`config.mk`:
```
export PLATFORM = sky130hd
export DESIGN_NAME = muxn_rr
export DESIGN_NICKNAME = d
export VERILOG_FILES = /design/src/rtl/muxn_rr_pkg.sv /design/src/rtl/rr_arbiter.sv /design/src/rtl/muxn_rr.sv
export SDC_FILE = /design/constraint.sdc
export NUM_CORES = 1
export LEC_CHECK = 0
export ABC_AREA = 1
export ABC_CLOCK_PERIOD_IN_PS = 5880
export CORE_MARGIN = 2
export CORE_UTILIZATION = 43
export CTS_CLUSTER_SIZE = 8
export DETAILED_ROUTE_END_ITERATION = 8
export GPL_ROUTABILITY_DRIVEN = 0
export PLACE_DENSITY = 0.89
export SETUP_SLACK_MARGIN = 0.15
export SLEW_MARGIN = 25
export SYNTH_ARGS = -nofsm -noshare
export SYNTH_HDL_FRONTEND = slang
export SYNTH_SLANG_ARGS = --single-unit
```
`constraint.sdc`:
```
create_clock -name clk_i -period 5.88 [get_ports clk_i]
set_input_delay 0.882 -clock clk_i [delete_from_list [all_inputs] [get_ports clk_i]]
set_output_delay 0.882 -clock clk_i [all_outputs]
set_load 0.03 [all_outputs]
```
`src/rtl/muxn_rr_pkg.sv`:
```
// Shared constants and helpers for the N-input round-robin/static mux.
package muxn_rr_pkg;

  localparam logic MUXN_MODE_STATIC = 1'b0;
  localparam logic MUXN_MODE_RR     = 1'b1;

  // Index width for n items, never below one bit.
  function automatic int unsigned sel_width(input int unsigned n);
    int unsigned w;
    w = 1;
    while ((w < 32) && ((32'd1 << w) < n)) w++;
    return w;
  endfunction

endpackage

```
`src/rtl/rr_arbiter.sv`:
```
// Rotating-priority arbiter: searches from the pointer upward, wraps at NUM_CH-1.
module rr_arbiter
  import muxn_rr_pkg::*;
#(
  parameter  int unsigned NUM_CH = 4,
  localparam int unsigned IDX_W  = sel_width(NUM_CH)
) (
  input  logic              clk_i,
  input  logic              rst_i,
  input  logic [NUM_CH-1:0] req_i,
  input  logic              en_i,
  input  logic              adv_i,
  output logic [NUM_CH-1:0] gnt_o,
  output logic [IDX_W-1:0]  idx_o
);

  logic [IDX_W-1:0] ptr_q, ptr_d;
  logic             found;
  int unsigned      cand;

  // First requester at or after the pointer, with wrap-around.
  always_comb begin
    found = 1'b0;
    idx_o = '0;
    cand  = 0;
    for (int unsigned i = 0; i < NUM_CH; i++) begin
      cand = 32'(ptr_q) + i;
      if (cand >= NUM_CH) cand = cand - NUM_CH;
      for (int unsigned j = 0; j < NUM_CH; j++) begin
        if (!found && (j == cand) && req_i[j]) begin
          found = 1'b1;
          idx_o = IDX_W'(j);
        end
      end
    end
  end

  // One-hot grant, only while the consumer side can take a word.
  always_comb begin
    gnt_o = '0;
    for (int unsigned j = 0; j < NUM_CH; j++) begin
      gnt_o[j] = found && en_i && (idx_o == IDX_W'(j));
    end
  end

  // Pointer moves just past the winner once its word is accepted.
  always_comb begin
    ptr_d = ptr_q;
    if (adv_i && found) begin
      ptr_d = (32'(idx_o) == (NUM_CH - 1)) ? '0 : idx_o + IDX_W'(1);
    end
  end

  // Pointer register.
  always_ff @(posedge clk_i) begin
    if (rst_i) ptr_q <= '0;
    else       ptr_q <= ptr_d;
  end

endmodule

```
`src/rtl/muxn_rr.sv`:
```
// NUM_CH-input mux with valid/ready per channel, static or round-robin
// selection, and a single registered output stage.
module muxn_rr
  import muxn_rr_pkg::*;
#(
  parameter  int unsigned DATA_WIDTH = 20,
  parameter  int unsigned NUM_CH     = 4,
  localparam int unsigned SEL_WIDTH  = sel_width(NUM_CH)
) (
  input  logic                         clk_i,
  input  logic                         rst_i,
  input  logic                         mode_i,
  input  logic [SEL_WIDTH-1:0]         sel_i,
  input  logic [NUM_CH*DATA_WIDTH-1:0] data_i,
  input  logic [NUM_CH-1:0]            valid_i,
  output logic [NUM_CH-1:0]            ready_o,
  output logic [DATA_WIDTH-1:0]        data_o,
  output logic                         valid_o,
  input  logic                         ready_i,
  output logic [SEL_WIDTH-1:0]         ch_o
);

  logic                  rr_mode;
  logic                  load_en;
  logic                  static_ok;
  logic                  xfer_in;
  logic [SEL_WIDTH-1:0]  static_g;
  logic [SEL_WIDTH-1:0]  grant_idx;
  logic [SEL_WIDTH-1:0]  rr_idx;
  logic [NUM_CH-1:0]     rr_gnt;
  logic [NUM_CH-1:0]     ready_c;
  logic [DATA_WIDTH-1:0] data_sel;

  logic                  valid_q, valid_d;
  logic [DATA_WIDTH-1:0] data_q,  data_d;
  logic [SEL_WIDTH-1:0]  ch_q,    ch_d;

  assign rr_mode = (mode_i == MUXN_MODE_RR);
  assign load_en = !valid_q || ready_i;

  rr_arbiter #(
    .NUM_CH (NUM_CH)
  ) u_arb (
    .clk_i (clk_i),
    .rst_i (rst_i),
    .req_i (valid_i),
    .en_i  (rr_mode && load_en && !rst_i),
    .adv_i (rr_mode && xfer_in),
    .gnt_o (rr_gnt),
    .idx_o (rr_idx)
  );

  // Static selection; a single-channel build always targets channel 0.
  always_comb begin
    static_g  = sel_i;
    static_ok = (32'(sel_i) < NUM_CH);
    if (NUM_CH == 1) begin
      static_g  = '0;
      static_ok = 1'b1;
    end
  end

  // Per-channel ready: independent of the held word, only of load_en.
  always_comb begin
    ready_c = '0;
    for (int unsigned k = 0; k < NUM_CH; k++) begin
      if (rr_mode) ready_c[k] = rr_gnt[k];
      else         ready_c[k] = static_ok && load_en && !rst_i && (static_g == SEL_WIDTH'(k));
    end
  end

  assign grant_idx = rr_mode ? rr_idx : static_g;
  assign xfer_in   = |(ready_c & valid_i);
  assign ready_o   = ready_c;

  // Data mux for the granted channel.
  always_comb begin
    data_sel = '0;
    for (int unsigned k = 0; k < NUM_CH; k++) begin
      if (grant_idx == SEL_WIDTH'(k)) data_sel = data_i[k*DATA_WIDTH +: DATA_WIDTH];
    end
  end

  // Output stage next state: load on accept, clear valid on a pure drain.
  always_comb begin
    valid_d = valid_q;
    data_d  = data_q;
    ch_d    = ch_q;
    if (xfer_in) begin
      valid_d = 1'b1;
      data_d  = data_sel;
      ch_d    = grant_idx;
    end else if (ready_i) begin
      valid_d = 1'b0;
    end
  end

  // Output register.
  always_ff @(posedge clk_i) begin
    if (rst_i) begin
      valid_q <= 1'b0;
      data_q  <= '0;
      ch_q    <= '0;
    end else begin
      valid_q <= valid_d;
      data_q  <= data_d;
      ch_q    <= ch_d;
    end
  end

  assign valid_o = valid_q;
  assign data_o  = data_q;
  assign ch_o    = ch_q;

endmodule

```
==> impl_metrics.env <==
export IMPL_finalSetupViolCount=0
export IMPL_cts_sinks=25
export IMPL_wirelength_um=6820
export IMPL_yosys_register_bits=25
export IMPL_hold_path_class="reg -> reg"
export IMPL_ant_nets=0
export IMPL_min_to="ch_o[0]"
export IMPL_worst_slew_pin_slew_ns=0.851
export IMPL_cp_slowest_cell="clkdlybuf4s50_1"
export IMPL_clk_path_buf_depth=2
export IMPL_layout_drive_gt1_share=0.0695
export IMPL_max_freq_ghz=0.217
export IMPL_drtIter0Drc=128
export IMPL_tritoncts="done"
export IMPL_crit_fanout=4
export IMPL_max_slew_margin=0.431
export IMPL_power_switching_mw=0.331
export IMPL_synth_area_leaders="dfxtp_1 (23%), nand3_1 (16%), nand2_1 (15%)"
export IMPL_criticalPathCategory="in -> out"
export IMPL_worst_setup_path_start_kind="primary input"
export IMPL_p_per_area_nw_per_um2=224
export IMPL_min_delay_start="ch_o[0]"
export IMPL_power_share_clock=0.142
export IMPL_reg2reg_from="u_arb.ptr_q[0]"
export IMPL_period_needed_ns=4.60
export IMPL_finalNetCount=570
export IMPL_timing_hold_ws_ns=0.502
export IMPL_drt_first_pass_iters=4
export IMPL_fin_ws_ns=1.28
export IMPL_skew_ns=0.00472
export IMPL_fin_util=0.696
export IMPL_pwr_share_seq=0.286
export IMPL_die_h_um=75.4
export IMPL_status="finished, final reports clean"
export IMPL_grt_antenna_before_repair=0
export IMPL_pre_cts_ws_ns=1.29
export IMPL_grt_max_degree=44
export IMPL_cp_data_required_time_ns=5.00
export IMPL_clk_insertion_delay_late_ns=0.27
export IMPL_p_int_mw=0.422
export IMPL_die_area_um2=5680
export IMPL_initial_utilization=0.455
export IMPL_cts_buffers=3
export IMPL_hold_viol_final=0
export IMPL_synth_nets=466
export IMPL_cts_resized=0
export IMPL_synth_area_per_cell_um2=5.89
export IMPL_io_buffers=116
export IMPL_cpPeakStageDelay_ns=0.67
export IMPL_post_cts_buffers=0
export IMPL_yosysTopAreaCell="dfxtp_1"
export IMPL_fin_setup_tns_ns=0
export IMPL_rsz0062_at_grt="no"
export IMPL_htree_levels=1
export IMPL_row_count=25
export IMPL_synthDistinctLibCells=27
export IMPL_hold_buffers=0
export IMPL_ff2ff_path_depth=18
export IMPL_slew_violations=0
export IMPL_grt_pass1_wl_um=10500
export IMPL_cp_cell_sequence="clkdlybuf4s50_1 > inv_1 > nor2_1 > inv_1 > nand4_1 > nor2_1 > nor3_1 > o21ai_0 > nor2_1 > nand2_1 > inv_1 > nand2_1 > inv_1 > ha_1 > nand3_1 > nand2_1 > clkdlybuf4s50_1"
export IMPL_wire_per_inst_um=12.6
export IMPL_overflow=0
export IMPL_crit_family="buffers and inverters"
export IMPL_min_path_cells=2
export IMPL_cp_num_buf_inv=6
export IMPL_drv_cap=0
export IMPL_dp_hpwl_um=5360
export IMPL_synth_area_um2=2190
export IMPL_cp_common_cell="inv_1"
export IMPL_power_leakage_nw=1.52
export IMPL_clk_pin_slew_ns=0.10
export IMPL_sw_frac_of_total=0.439
export IMPL_synth_warnings=0
export IMPL_rrSetupSlack_ns=2.46
export IMPL_yosysSeqAreaShare=0.228
export IMPL_end_kind="primary output"
export IMPL_vias=2748
export IMPL_core_area_um2=4820
export IMPL_irDropWorstVdd_mv=0.133
export IMPL_die_width_um=75.4
export IMPL_clockRootBuffer="clkbuf_8"
export IMPL_r2r_end="data_o[12]"
export IMPL_synth_top_cell_area_share=0.228
export IMPL_n_antenna_cell=0
export IMPL_post_route_period_util=0.783
export IMPL_drcViolationCount=0
export IMPL_num_io_pins=117
export IMPL_p_comb_frac=0.572
export IMPL_grt_usage=0.235
export IMPL_syn_inst=372
export IMPL_syn_to_final_growth_pct=53.1
export IMPL_cp_data_arrival_time_ns=3.72
export IMPL_grt_pass1_vias=2450
export IMPL_avgViaCountPerCell=5.07
==> per-stage QoR <==
stage / power, mW / area [um^2] / cells
after detailed placement: 0.648 / 3310 / 538
after floorplan: 0.503 / 2190 / 372
after CTS: 0.752 / 3350 / 542
after global routing: 0.803 / 3350 / 542
final: 0.752 / 3350 / 542
after global placement: 0.641 / 3310 / 538
==> synthesized netlist by cell type <==
cell type and count:
buf_8 1, nand3_2 1, buf_2 7, nor2_4 1, nor3_1 2, nand4_4 1
a21oi_1 5, nor2_8 1, nand4_2 2, nand2_1 87, o21ai_1 16, o311ai_0 1
ha_1 4, nand2_2 14, nand2_4 3, nand4_1 11, dfxtp_1 25, nor2_2 4
inv_1 38, inv_2 2, buf_4 2, o21ai_0 3, clkinv_1 1, nor2_1 61
nand3_1 72, buf_6 5, clkbuf_1 2
==> worst register-to-register path: stages (launching register included) <==
cell,delay [ns]
dfxtp_1,0.45
nor2_1,0.13
nand2_1,0.10
nand3_1,0.09
nor2_1,0.09
nand4_1,0.11
nor2_1,0.11
nand4_1,0.11
nor2_1,0.16
nand3_1,0.09
nand2_1,0.07
inv_1,0.06
nand3_1,0.08
nand2_1,0.50
nor2_2,0.85
nand2_1,0.12
nand2_1,0.10
nor2_1,0.04
nor2_1,0.10
==> routing by layer <==
layer,track usage,up-vias,part of all wire
met5,0,-,0
met2,0.424,117,0.51
met1,0.269,1217,0.38
met3,0.0622,12,0.087
met4,0.0721,0,0.020
li1,-,1402,-
==> layout make-up <==
type / count / area [um^2]
Clock buffer: 3 / 41.3
Clock inverter: 1 / 5.00
Fill cell: 437 / 1460
Inverter: 41 / 154
Multi-Input combinational cell: 289 / 1410
Sequential cell: 25 / 500
Tap cell: 67 / 83.8
Timing Repair Buffer: 116 / 1160
==> sequential cells by signal, summed over array words and instances, names as in the netlist <==
name / cells
valid_o: 1
ch_o: 2
data_o: 20
u_arb.ptr_q: 2
==> power by group through the flow <==
stage	Sequential [mW]	Clock, mW	Combinational (mW)
finish	0.215	0.107	0.430
global route	0.219	0.111	0.473
CTS	0.215	0.105	0.431
detailed placement	0.219	0	0.429
global placement	0.217	0	0.423
floorplan	0.273	0	0.230
==> layout by cell type, fill, tap and decap left out, types with 5 or more instances in the layout <==
cell type        netlist  routed
clkdlybuf4s50_1        0     116
inv_1                 38      38
nand3_1               72      72
nand2_1               87      87
nand2_2               14      14
o21ai_1               16      16
a21oi_1                5       5
dfxtp_1               25      25
nor2_1                61      61
nand4_1               11      11
==> cell families after synthesis <==
family | Yosys count | share of synthesized area
flops | 25 | 0.228
fa+ha+maj | 4 | 0.0228
compound gates | 25 | 0.0588
simple gates | 260 | 0.561
buf+inv | 58 | 0.129
==> how the worst max path moves through the flow <==
stage | from | end | slack (ns) | depth (start not counted)
finish | valid_i[0] | ready_o[0] | 1.28 | 17
global route | valid_i[0] | ready_o[0] | 1.05 | 17
CTS | valid_i[0] | ready_o[0] | 1.28 | 17
detailed placement | valid_i[0] | ready_o[0] | 1.29 | 17
global placement | valid_i[0] | ready_o[2] | 1.44 | 17
floorplan | valid_i[3] | ready_o[0] | 2.61 | 13
(Power assumes the default switching activity.)
